`config.mk`:
```
export PLATFORM = sky130hd
export DESIGN_NAME = rst_seq
export DESIGN_NICKNAME = d
export VERILOG_FILES = /design/src/rtl/rst_seq.sv
export SDC_FILE = /design/constraint.sdc
export NUM_CORES = 1
export LEC_CHECK = 0
export ABC_CLOCK_PERIOD_IN_PS = 1700
export BUFFER_PORTS_ARGS = -buffer_cell sky130_fd_sc_hd__buf_2
export CORE_ASPECT_RATIO = 1.25
export CORE_MARGIN = 5
export CORE_UTILIZATION = 23
export CTS_CLUSTER_SIZE = 30
export DETAILED_ROUTE_END_ITERATION = 12
export GPL_ROUTABILITY_DRIVEN = 0
export PLACE_DENSITY = 0.43
export SETUP_SLACK_MARGIN = 0.15
export SKIP_LAST_GASP = 1
export SLEW_MARGIN = 20
export SYNTH_ARGS = -nofsm -noshare
export SYNTH_HDL_FRONTEND = slang
export SYNTH_SLANG_ARGS = --single-unit
```
`constraint.sdc`:
```
create_clock -name clk_i -period 1.7 [get_ports clk_i]
set_clock_uncertainty 0.15 [all_clocks]
set_input_delay 0.34 -clock clk_i [delete_from_list [all_inputs] [get_ports clk_i]]
set_output_delay 0.34 -clock clk_i [all_outputs]
set_load 0.005 [all_outputs]
```
`src/rtl/rst_seq.sv`:
```
// Reset sequencer: waits for stable PLL lock, releases a registered
// active-low system reset, then drives a periodic one-cycle tick.
module rst_seq #(
  parameter int HOLD_CYCLES = 1024,
  parameter int TICK_DIV    = 96,
  parameter int LOSS_W      = 8
) (
  input  logic              clk_i,
  input  logic              rst_n_i,
  input  logic              lock_i,
  input  logic              soft_rst_i,
  output logic              rst_n_o,
  output logic              tick_o,
  output logic [LOSS_W-1:0] loss_cnt_o,
  output logic [1:0]        state_o
);

  localparam int HW = (HOLD_CYCLES > 1) ? $clog2(HOLD_CYCLES) : 1;
  localparam int TW = (TICK_DIV > 1) ? $clog2(TICK_DIV) : 1;
  localparam logic [HW-1:0] HOLD_LAST = HW'(HOLD_CYCLES - 1);
  localparam logic [TW-1:0] TICK_LAST = TW'(TICK_DIV - 1);

  typedef enum logic [1:0] {
    WAIT = 2'd0,
    HOLD = 2'd1,
    RUN  = 2'd2
  } state_t;

  state_t          state;
  logic            sync_q;
  logic            lock_s;
  logic [HW-1:0]   hold_cnt;
  logic [TW-1:0]   tick_cnt;

  always_ff @(posedge clk_i or negedge rst_n_i) begin
    if (!rst_n_i) begin
      sync_q <= 1'b0;
      lock_s <= 1'b0;
    end else begin
      sync_q <= lock_i;
      lock_s <= sync_q;
    end
  end

  // rst_n_o, tick_o and tick_cnt fall back to idle unless RUN is kept
  always_ff @(posedge clk_i or negedge rst_n_i) begin
    if (!rst_n_i) begin
      state      <= WAIT;
      hold_cnt   <= '0;
      tick_cnt   <= '0;
      rst_n_o    <= 1'b0;
      tick_o     <= 1'b0;
      loss_cnt_o <= '0;
    end else begin
      rst_n_o  <= 1'b0;
      tick_o   <= 1'b0;
      tick_cnt <= '0;
      case (state)
        WAIT: begin
          if (lock_s && !soft_rst_i) begin
            state    <= HOLD;
            hold_cnt <= '0;
          end
        end
        HOLD: begin
          if (!lock_s || soft_rst_i) begin
            state <= WAIT;
          end else if (hold_cnt == HOLD_LAST) begin
            state   <= RUN;
            rst_n_o <= 1'b1;
          end else begin
            hold_cnt <= hold_cnt + 1'b1;
          end
        end
        RUN: begin
          if (soft_rst_i) begin
            state <= WAIT;
          end else if (!lock_s) begin
            state <= WAIT;
            if (~&loss_cnt_o) begin
              loss_cnt_o <= loss_cnt_o + 1'b1;
            end
          end else begin
            rst_n_o  <= 1'b1;
            tick_o   <= (tick_cnt == TICK_LAST);
            tick_cnt <= (tick_cnt == TICK_LAST) ? '0 : tick_cnt + 1'b1;
          end
        end
        default: state <= WAIT;
      endcase
    end
  end

  assign state_o = state;

endmodule

```
Word-level counts from Yosys, hierarchy flattened
Cells that the tools add are included.
Storage, ports and cells
  memories: 0
  word-level logic and storage cells: 55
  output and inout bits: 12
  bits in read-only memories: 0
  input bits: 4
  bits in registers: 31
  memory bits (writable): 0
  latch bits: 0
Operators by class
  reduce and logical (&&, ||, !) cells: 10
  bitwise operators: 3
  magnitude comparators: 0
  equality and inequality tests: 9
  multiplexer cells: 22
  divide/modulo/power cells: 0
  $mul: 0
  shifts and indexed selects: 0
  $add $sub $neg: 3
Operator list (number)
  10-bit two-way mux: 3
  7-bit two-way mux: 4
  10-bit one-hot mux with 2 select lines: 1
  10-bit by 1-bit adder with 10-bit output, second input constant: 1
  10-bit equality test, second input constant: 1
  2-bit two-way mux: 5
  8-bit by 1-bit adder with 8-bit output, second input constant: 1
  4-bit AND reduction: 2
  8-bit AND reduction: 1
  7-bit by 1-bit adder with 7-bit output, second input constant: 1
  7-bit equality test, second input constant: 1
  1-bit two-way mux: 7
  2-bit != test, second input constant: 3
  3-bit != test, second input constant: 2
  2-bit one-hot mux with 3 select lines: 1
  1-bit NOT: 3
  3-bit AND reduction: 1
  2-bit by 1-bit equality test with 1-bit output, second input constant: 1
  2-bit equality test, second input constant: 1
  1-bit zero test: 2
  2-bit zero test: 1
  1-bit one-hot mux with 2 select lines: 1
  2-bit nonzero test: 1
  1-bit logical AND: 1
  1-bit logical OR: 1

Longest topological paths before layout
Gate-level depths: netlist of the first run.
  depth in word-level cells: 5
  depth in mapped cells: 6
  depth with buffers taken out: 6

Worst setup path after synthesis of the first run
No wires, ideal clock.
  path type: reg2reg
  start: reg state[1] (netlist: state_o[1])
  end: reg state[0] (netlist: state_o[0])
  buffers on the path: 1
  setup slack: -0.119 ns
  required time: 1.425 ns
  period minus slack after synthesis: 1.819 ns
  setup time: 0.125 ns
  arrival time: 1.544 ns
  stages on the path, launching flop included: 7
  cells stage by stage: dfrtp_1 > inv_1 > ha_1 > clkbuf_1 > o21ai_0 > a21oi_1 > mux2_2
Between the ends
  longest elaborated chain between the ends: 3
  elaborated cells between the ends (all ways): 8
  those cells by class: 5 x eq/ne; 1 x mux; 2 x reduce/logical
RTL lines
  start, declared: RTL line 29  | state_t state;
  start signal, assigned: RTL line 48  | state <= WAIT;
  start signal, assigned: RTL line 61  | state <= HOLD;
  start signal, assigned: RTL line 67  | state <= WAIT;
  2-bit by 1-bit equality test with 1-bit output (tied with other cells): RTL line 58  | case (state)
  3-bit != test (no source line) / 2-bit != test (equally long branches)
  3-bit AND reduction (no source line)
Parallel ways exist; a longest one is shown, timed or not.
A chain may end at the register's enable or synchronous reset.

Final worst setup path of the first run
  start: reg state[1] (netlist: state_o[1])
  end: reg loss_cnt_o[1]
Between the ends
  longest elaborated chain between the ends: 2
RTL lines
  2-bit equality test: RTL line 58
  4-bit AND reduction (no source line)
  end signal, assigned: RTL line 81  | loss_cnt_o <= loss_cnt_o + 1'b1;
  end, declared: RTL line 14  | output logic [LOSS_W-1:0] loss_cnt_o,
Every way passes these cells.

==> metrics.txt, run 1 <==
Worst setup startpoint state_o[1]$_DFFE_PN0P_; Clk Latency, worst-skew pair 0.28 ns; fraction of registers with async set/reset 1.00; top_reg_cell synth dfrtp_1; CTS Sinks 31; Final Max Tran Viols 0; failing checks setup timing; Worst R2R Setup Slack -0.03 ns; area of the die 0.00846 mm²; TritonCTS clock tree built; Setup Crit Path Kind flop to flop; grt ovf 0; most common cell in the synthesized netlist dfrtp_1; placed cell areas 0.00205 mm²; DRT Pass-1 Iters 4; largest net degree at the start of global routing 32; synth cell count leaders dfrtp_1, nor2_1, nand3_1, a21oi_1, nand2_1; CORE AREA 0.00657 mm²; final net count 228; Cell Area, Synth 0.00154 mm²; cell count after synthesis 149; ant diodes 0; Unique masters post-synth 39; post-route minimum period 1.73 ns; row count 33; area share of the largest cell type after synthesis 0.503; reg2reg path depth 6; leakage power 1.06 nW; cell area after layout 0.00239 mm²; FF-to-FF Start state_o[1]$_DFFE_PN0P_; actual slew at the worst max-slew pin 0.421 ns; peak supply drop 0.000449 V; Post-Layout Cell Count 305; DR vias 1339; Rel. slew slack 0.719; via/cell ratio 4.39; total CTS buffers 5; Die X 83.3 µm; worst min path class input port to flop; buffers added on ports 15; Slowest cell on crit path dfrtp_1; FMAX 579 MHz; Chip Height 102 µm; top post-synthesis cells by area dfrtp_1, ha_1, nor2_1; crit-path max FO 5; Setup crit end kind flop; clk slew on worst S/H paths 0.07 ns; # placed instances 285; sequential share of the synthesized area 0.503; area grow syn2layout 54.9%; fin crit share 1.02; slack of the critical path -0.0282 ns; power per cell area 847 mW/mm²; initial drt markers 15; outcome finished, violations left; DRT antenna net count 0; number of synthesized flops with an enable pin 0; crit-path cells buf_4 -> ha_4 -> nor3b_4 -> buf_4 -> o21ai_4 -> mux2_2; antenna violations before repair 0; Max-Cap Viols 0; most frequent CP cell buf_4; final WL 3.81 mm; setup TNS -0.0531 ns; mean post-synth cell area 10.4 µm²; vias in the first global route 1395; post-DP HPWL 2.68 mm; final hold viol count 0; largest buffer count on any clock path 2; Yosys reg bits 31; Starting Density 0.235; first-pass GRT wire length 6.51 mm; I/O Pins 16; Largest stage delay, worst path 0.41 ns; Root Driver clkbuf_8; DRC 0; wire length per cell 12.5 µm; RSZ-0062 raised after global routing yes; H-tree levels 2; Critical Path AT 1.75 ns; Tot GR Track Use 0.0956; Finished Core Util 0.364; net count after synthesis 160; Setup Viol. Count Final 3; FF-to-FF End loss_cnt_o[1]$_DFFE_PN0P_; worst setup path endpoint loss_cnt_o[1]$_DFFE_PN0P_; most area-hungry cell type in the Yosys netlist dfrtp_1; Worst Setup Start Kind flop; CP required 1.72 ns; Design Power 2.02 mW; share of cells above drive strength 1 0.491; Synthesis Warnings 0; hold depth 1
[critical path: cells and delay by family, from the launching register on]
| kind | cells | cell delay [ns] |
|---|---|---|
| flops | 1 | 0.41 |
| mux | 1 | 0.36 |
| buf+inv | 2 | 0.29 |
| fa+ha+maj | 1 | 0.17 |
| simple gates | 1 | 0.15 |
| compound gates | 1 | 0.09 |
[kinds of logic (layout without fill, tap and decap cells)]
| family | count (synthesis) | in the layout | share of synthesized area |
|---|---|---|---|
| simple gates | 59 | 59 | 0.198 |
| flops | 31 | 31 | 0.503 |
| compound gates | 27 | 27 | 0.118 |
| xor+xnor | 13 | 13 | 0.0738 |
| buf+inv | 8 | 77 | 0.0227 |
| fa+ha+maj | 7 | 7 | 0.0568 |
| mux | 4 | 4 | 0.0284 |
[layout by cell type (no fill, tap or decap), types with 4 or more instances in the layout]
cell type  count
a211oi_2       4
clkbuf_8       7
buf_2         14
nand3_1        9
ha_4           4
dfrtp_1       30
nand2_1        8
nor2_2         4
buf_4         45
xor2_1         7
xnor2_1        6
a21oi_1        7
nor2_1        12
buf_6          4
[what timing repair did]
item | CTS | global route
gates resized for setup | 10 | 21
setup buffers | 5 | 6
hold buffers | 1 | 0
setup endpoints to repair | 24 | 26
gates cloned | 0 | 0
pin swaps | 6 | 16
endpoints found under the hold margin | 31 | 0
[sequential cells by signal, summed over array words and instances (netlist names)]
register	flops
rst_n_o	1
tick_cnt	7
loss_cnt_o	8
sync_q	1
hold_cnt	10
lock_s	1
state_o	2
tick_o	1
[report_power, final]
group,total [mW],internal [mW],switching (mW)
clock network,0.645,0.369,0.276
registers,0.839,0.785,0.0539
logic,0.539,0.296,0.243
total,2.02,1.45,0.572
[final cells by class]
| type | count | area, µm² |
|---|---|---|
| tap | 87 | 109 |
| clock buffer | 8 | 100 |
| inverter | 5 | 18.8 |
| sequential | 31 | 777 |
| fill | 658 | 4180 |
| multi-input combinational | 110 | 922 |
| timing repair buffer | 64 | 463 |
[through the flow]
stage	worst slack, ns	hold WS, ns
after floorplan	0.0735	-0.106
after global placement	-0.0153	0.183
after detailed placement	-0.0272	0.190
after CTS	0.0101	0.00684
after global routing	-0.108	0.00184
final	-0.0282	0.00992
[worst min-delay path by stage]
stage	from	end	slack, ns
4_1_cts	lock_i	sync_q$_DFF_PN0_	0.007
2_1_floorplan	rst_n_i	hold_cnt[0]$_DFFE_PN0P_	-0.11
3_5_place_dp	sync_q$_DFF_PN0_	lock_s$_DFF_PN0_	0.19
5_1_grt	lock_i	sync_q$_DFF_PN0_	0.002
3_3_place_gp	sync_q$_DFF_PN0_	lock_s$_DFF_PN0_	0.18
6_report	lock_i	sync_q$_DFF_PN0_	0.01
[layer usage]
metal,wire [µm],global-route usage,up-vias,share of wire
li1,-,-,674,-
met1,1640,0.109,640,0.43
met2,1960,0.169,18,0.51
met3,118,0.0228,7,0.031
met4,89,0.0453,0,0.023
met5,0,0,-,0
No activity file was read; power rests on OpenSTA's default activity.
==> run 2, diff against run 1 <==
CORE_UTILIZATION = 51   (was 23)
PLACE_DENSITY = 0.77   (was 0.43)
==> run 2 against run 1 <==
The run still ends with setup timing left. Global-route usage rose by 11 points. Utilization increased by 40 points. Flip-flop and latch count is the same. Sequential power fell by 1%. Fmax increased by 0.94%. Worst setup slack better by 0.016 ns. Worst hold slack better by 0.19 ns.
==> metrics.txt, run 2 (synthesized netlist as in run 1, its figures left out) <==
final WL 3.93 mm (+3.1%); largest net degree at the start of global routing 32 (unchanged); leakage power 1.03 nW (-2.9%); Seq. cell area 778 µm² (+0.16%); row count 22 (-33%); max reg flops 10 (unchanged); hold depth 0 (-1); actual slew at the worst max-slew pin 0.696 ns (+0.275 ns); Post-Layout Cell Count 245 (-20%); power per cell area 853 mW/mm² (+0.71%); Worst Setup Start Kind flop; clk slew on worst S/H paths 0.09 ns (+0.02 ns); final hold viol count 0 (unchanged); Starting Density 0.529 (+0.294); cell area after layout 0.00224 mm² (-6.4%); most frequent cells in the layout buf_4, dfrtp_1, buf_2; buffers added on ports 15 (unchanged); FF-to-FF Start state_o[1]$_DFFE_PN0P_; TritonCTS clock tree built; I/O Pins 16 (unchanged); total CTS buffers 5 (unchanged); CP required 1.77 ns (+0.05 ns); peak supply drop 0.000711 V (+58%); outcome finished, violations left; Tot GR Track Use 0.206 (+0.110); DRT Pass-1 Iters 4 (unchanged); Die X 59.2 µm (-29%); worst min path class flop to flop; DRT antenna net count 0 (unchanged); final net count 219 (-3.9%); Critical Path AT 1.78 ns (+0.03 ns); Largest Register hold_cnt; Chip Height 71.5 µm (-30%); area of the die 0.00423 mm² (-50%); WHS Endpoint lock_s$_DFF_PN0_; wire length per cell 16.0 µm (+28%); area grow syn2layout 44.9%; FMAX 584 MHz (+0.94%); CTS Sinks 31 (unchanged); Max-Cap Viols 0 (unchanged); Setup crit end kind flop; Root Driver clkbuf_4; H-tree levels 2 (unchanged); area of the multi-input gates 926 µm² (+0.41%); grt ovf 0 (unchanged); antenna violations before repair 0 (unchanged); ant diodes 0 (unchanged); Final Max Tran Viols 0 (unchanged); vias in the first global route 1483 (+6.3%); top flop regs hold_cnt: 10 flops, loss_cnt_o: 8 flops, tick_cnt: 7 flops; slack of the critical path -0.0121 ns (+0.0162 ns); via/cell ratio 5.63 (+28%); hold wc startpoint sync_q$_DFF_PN0_; post-route minimum period 1.71 ns (-0.0162 ns); Rel. slew slack 0.536 (-0.183); largest buffer count on any clock path 2 (unchanged); Setup Viol. Count Final 4 (+1); post-DP HPWL 2.50 mm (-6.6%); crit-path max FO 4 (-1); fin crit share 1.01 (-0.00951); Fillers 214 (-67%); initial drt markers 70 (+55); share of cells above drive strength 1 0.464 (-0.0267); DR vias 1379 (+3.0%); Setup Crit Path Kind flop to flop; first-pass GRT wire length 6.57 mm (+0.84%); reg2reg path depth 6 (unchanged); FF-to-FF End state_o[0]$_DFFE_PN0P_; commonest non-fill, non-tap cell in the layout buf_4; Clk Latency, worst-skew pair 0.34 ns (+0.06 ns); Worst R2R Setup Slack -0.01 ns (+0.02 ns); CORE AREA 0.00292 mm² (-56%); DRC 0 (unchanged); RSZ-0062 raised after global routing yes; failing checks setup timing; # placed instances 218 (-24%); placed cell areas 0.00187 mm² (-9.0%)
-- run 2: cell count changes in the layout (fill, tap and decap cells not counted), sizes merged --
| cell | previous run | this run |
|---|---|---|
| buf | 63 | 53 |
| dlygate4sd3 | 1 | 2 |
-- run 2: where the power goes --
group	switching (mW)	internal, mW	total [mW]
sequential	0.0496	0.782	0.831
combinational	0.272	0.314	0.586
clock	0.246	0.243	0.489
total	0.568	1.34	1.91
-- run 2: how the worst max path moves through the flow --
stage	start	to	slack [ns]	depth (start not counted)
floorplan	state_o[0]$_DFFE_PN0P_	loss_cnt_o[7]$_DFFE_PN0P_	0.07	6
global placement	state_o[0]$_DFFE_PN0P_	loss_cnt_o[6]$_DFFE_PN0P_	0.02	6
detailed placement	state_o[0]$_DFFE_PN0P_	loss_cnt_o[6]$_DFFE_PN0P_	-0.06	6
CTS	state_o[1]$_DFFE_PN0P_	hold_cnt[7]$_DFFE_PN0P_	0.002	6
global route	state_o[1]$_DFFE_PN0P_	hold_cnt[7]$_DFFE_PN0P_	-0.08	6
finish	state_o[1]$_DFFE_PN0P_	state_o[0]$_DFFE_PN0P_	-0.01	6
-- run 2: repair_timing --
item	CTS	global route
pin swaps	9	14
gates resized for setup	15	21
hold buffers	2	0
hold endpoints to repair	32	0
setup buffers	13	4
setup endpoints to repair	25	30
-- run 2: layer usage --
layer	wire (µm)	GRT usage	vias up
li1	-	-	657
met1	1540	0.223	695
met2	2220	0.368	21
met3	120	0.0649	6
met4	48	0.0705	0
met5	0	0	-
-- run 2: layout make-up --
cell class | count | area share
multi-input cells | 110 | 0.414
clock buffers | 8 | 0.0308
inverters | 5 | 0.00839
well taps | 36 | 0.0201
flip-flops and latches | 31 | 0.348
repair buffers | 55 | 0.179
-- run 2: per-stage QoR --
step / setup TNS, ns / total power [mW] / setup WS [ns] / utilization / hold WS, ns
2_1_floorplan: 0 / 1.11 / 0.0735 / - / -0.106
3_3_place_gp: 0 / 1.25 / 0.0215 / 0.641 / 0.183
3_5_place_dp: -0.199 / 1.27 / -0.0618 / 0.641 / 0.185
4_1_cts: 0 / 1.86 / 0.00248 / 0.731 / 0.206
5_1_grt: -0.569 / 2.02 / -0.0777 / 0.766 / 0.217
6_report: -0.0340 / 1.91 / -0.0121 / 0.766 / 0.205
-- run 2: critical path, stage by stage, from the launching register on --
cell	delay (ns)
dfrtp_2	0.44
buf_4	0.15
ha_4	0.16
buf_4	0.14
o21ai_1	0.14
a21oi_1	0.11
mux2_4	0.31
==> run 3, diff against run 2 <==
CAP_MARGIN = 40   (was not set)
CORE_MARGIN = 2   (was 5)
PLACE_DENSITY = 0.71   (was 0.77)
==> run 3 against run 2 <==
Clock power fell by 15%. Critical path type unchanged. Largest power group unchanged. The flow still finishes with violations (setup timing). Die area fell by 18%. Combinational power rose by 18%. Non-clock buffer count rose by 10. First-iteration DRC count fell by 11%. Critical endpoint is now hold_cnt[9]$_DFFE_PN0P_. Cell count rose by 4.1%.
==> metrics.txt, run 3 (synthesized netlist as in run 1, its figures left out) <==
# placed instances 221 (+1.4%); Post-Layout Cell Count 255 (+4.1%); setup TNS -0.205 ns (-0.171 ns); slack of the critical path -0.0718 ns (-0.0598 ns); Worst Setup Start Kind flop; Largest Register hold_cnt; crit-path max FO 4 (unchanged); combinational share of power 0.358 (+0.050); Rel. slew slack 0.740 (+0.205); Setup Viol. Count Final 7 (+3); Largest stage delay, worst path 0.42 ns (-0.02 ns); Max-Cap Viols 0 (unchanged); power per cell area 815 mW/mm² (-4.4%); most frequent cells in the layout buf_4, dfrtp_1, buf_2; Clk Latency, worst-skew pair 0.34 ns (about the same); Die X 53.2 µm (-10%); CORE AREA 0.00292 mm² (unchanged); largest net degree at the start of global routing 32 (unchanged); placed cell areas 0.00189 mm² (+1.2%); Tot GR Track Use 0.271 (+0.0651); total CTS buffers 5 (unchanged); clk slew on worst S/H paths 0.09 ns (about the same); DRT Pass-1 Iters 4 (unchanged); max reg flops 10 (unchanged); first-pass GRT wire length 6.65 mm (+1.3%); initial drt markers 62 (-11%); Hold WS 0.217 ns (+0.0121 ns); DRT antenna net count 0 (unchanged); RSZ-0062 raised after global routing yes; Starting Density 0.529 (unchanged); Int Power 1.34 mW (-0.12%); leakage power 1.09 nW (+5.6%); DR vias 1466 (+6.3%); vias in the first global route 1423 (-4.0%); commonest non-fill, non-tap cell in the layout buf_4; Fillers 160 (-25%); row count 22 (unchanged); top flop regs hold_cnt: 10 flops, loss_cnt_o: 8 flops, tick_cnt: 7 flops; post-place setup slack -0.0367 ns (+0.0251 ns); failing checks setup timing; final WL 4.38 mm (+12%); Sw Ratio 0.311 (+0.0132); outcome finished, violations left; final net count 229 (+4.6%); cell area after layout 0.00238 mm² (+6.5%); Final Max Tran Viols 0 (unchanged); share of cells above drive strength 1 0.516 (+0.0519); Finished Core Util 0.816 (+0.0497); post-DP HPWL 2.36 mm (-5.6%); actual slew at the worst max-slew pin 0.386 ns (-0.310 ns); buffers added on ports 15 (unchanged); area grow syn2layout 54.3%; crit-path cells buf_6 -> ha_4 -> nand4_1 -> buf_4 -> nor4_4 -> xnor2_1 -> nor2_1; Setup Crit Path Kind flop to flop; wire length per cell 17.2 µm (+7.1%); grt ovf 0 (unchanged); ant diodes 0 (unchanged); fin crit share 1.04 (+0.0352); H-tree levels 2 (unchanged); via/cell ratio 5.75 (+2.1%); area of the die 0.00348 mm² (-18%); post-route minimum period 1.77 ns (+0.0598 ns); power share of the clock group 0.213 (-0.043); Critical Path AT 1.85 ns (+0.07 ns); antenna violations before repair 0 (unchanged); I/O Pins 16 (unchanged); final hold viol count 0 (unchanged); Slowest cell on crit path dfrtp_1; peak supply drop 0.000602 V (-15%); FMAX 564 MHz (-3.4%); largest buffer count on any clock path 2 (unchanged); Reg power frac 0.429 (-0.007); CP required 1.78 ns (about the same); Chip Height 65.5 µm (-8.4%); Design Power 1.94 mW (+1.8%); Root Driver clkbuf_4; TritonCTS clock tree built; CTS Sinks 31 (unchanged); worst min path class flop to flop; P_sw 0.603 mW (+6.3%); Setup crit end kind flop; DRC 0 (unchanged)
[run 3: cell count changes in the layout (fill, tap and decap cells not counted), moves of 3 or more]
cell	previous run	this run
buf_6	5	12
a21oi_1	9	6
a21oi_2	0	3
buf_4	33	37
[run 3: worst paths after layout]
kind / from / endpoint / slack, ns / cells after the start
max: state_o[0]$_DFFE_PN0P_ / hold_cnt[9]$_DFFE_PN0P_ / -0.07 / 7
max in group asynchronous: rst_n_i / state_o[1]$_DFFE_PN0P_ / 0.71 / 3
max reg2reg: state_o[0]$_DFFE_PN0P_ / hold_cnt[9]$_DFFE_PN0P_ / -0.07 / 7
min in group asynchronous: rst_n_i / loss_cnt_o[4]$_DFFE_PN0P_ / 0.38 / 3
min: sync_q$_DFF_PN0_ / lock_s$_DFF_PN0_ / 0.22 / 0
min reg2reg: sync_q$_DFF_PN0_ / lock_s$_DFF_PN0_ / 0.22 / 0
[run 3: critical path, delay by kind of cell, from the launching register on]
| family | cells | cell delay (ns) |
|---|---|---|
| buf+inv | 2 | 0.35 |
| xor+xnor | 1 | 0.16 |
| fa+ha+maj | 1 | 0.15 |
| flops | 1 | 0.42 |
| simple gates | 3 | 0.43 |
[run 3: layout make-up]
| type | instances | area [µm²] | area share |
|---|---|---|---|
| Multi-Input combinational cell | 110 | 986 | 0.414 |
| Timing Repair Buffer | 65 | 503 | 0.211 |
| Inverter | 5 | 18.8 | 0.00788 |
| Clock inverter | 1 | 5.00 | 0.00210 |
| Tap cell | 36 | 45.0 | 0.0189 |
| Clock buffer | 7 | 45.0 | 0.0189 |
| Sequential cell | 31 | 778 | 0.327 |
[run 3: power by group through the flow]
| stage | Clock [mW] | Sequential [mW] | Combinational, mW |
|---|---|---|---|
| detailed placement | 0 | 0.845 | 0.420 |
| global placement | 0 | 0.844 | 0.400 |
| global route | 0.463 | 0.839 | 0.742 |
| floorplan | 0 | 0.855 | 0.251 |
| finish | 0.414 | 0.833 | 0.694 |
| CTS | 0.425 | 0.827 | 0.622 |
[run 3: repair_timing]
| item | in CTS | in global routing |
|---|---|---|
| setup buffers | 16 | 8 |
| hold buffers | 2 | 0 |
| pin swaps | 16 | 18 |
| hold endpoints to repair | 32 | 0 |
| resized for setup | 28 | 24 |
| setup endpoints to repair | 24 | 29 |
[run 3: layer usage]
| layer | GRT usage | routed length, µm | vias up |
|---|---|---|---|
| met5 | 0 | 0 | - |
| met4 | 0.141 | 229 | 0 |
| met3 | 0.0614 | 205 | 23 |
| met2 | 0.459 | 2270 | 52 |
| met1 | 0.312 | 1680 | 713 |
| li1 | - | - | 678 |
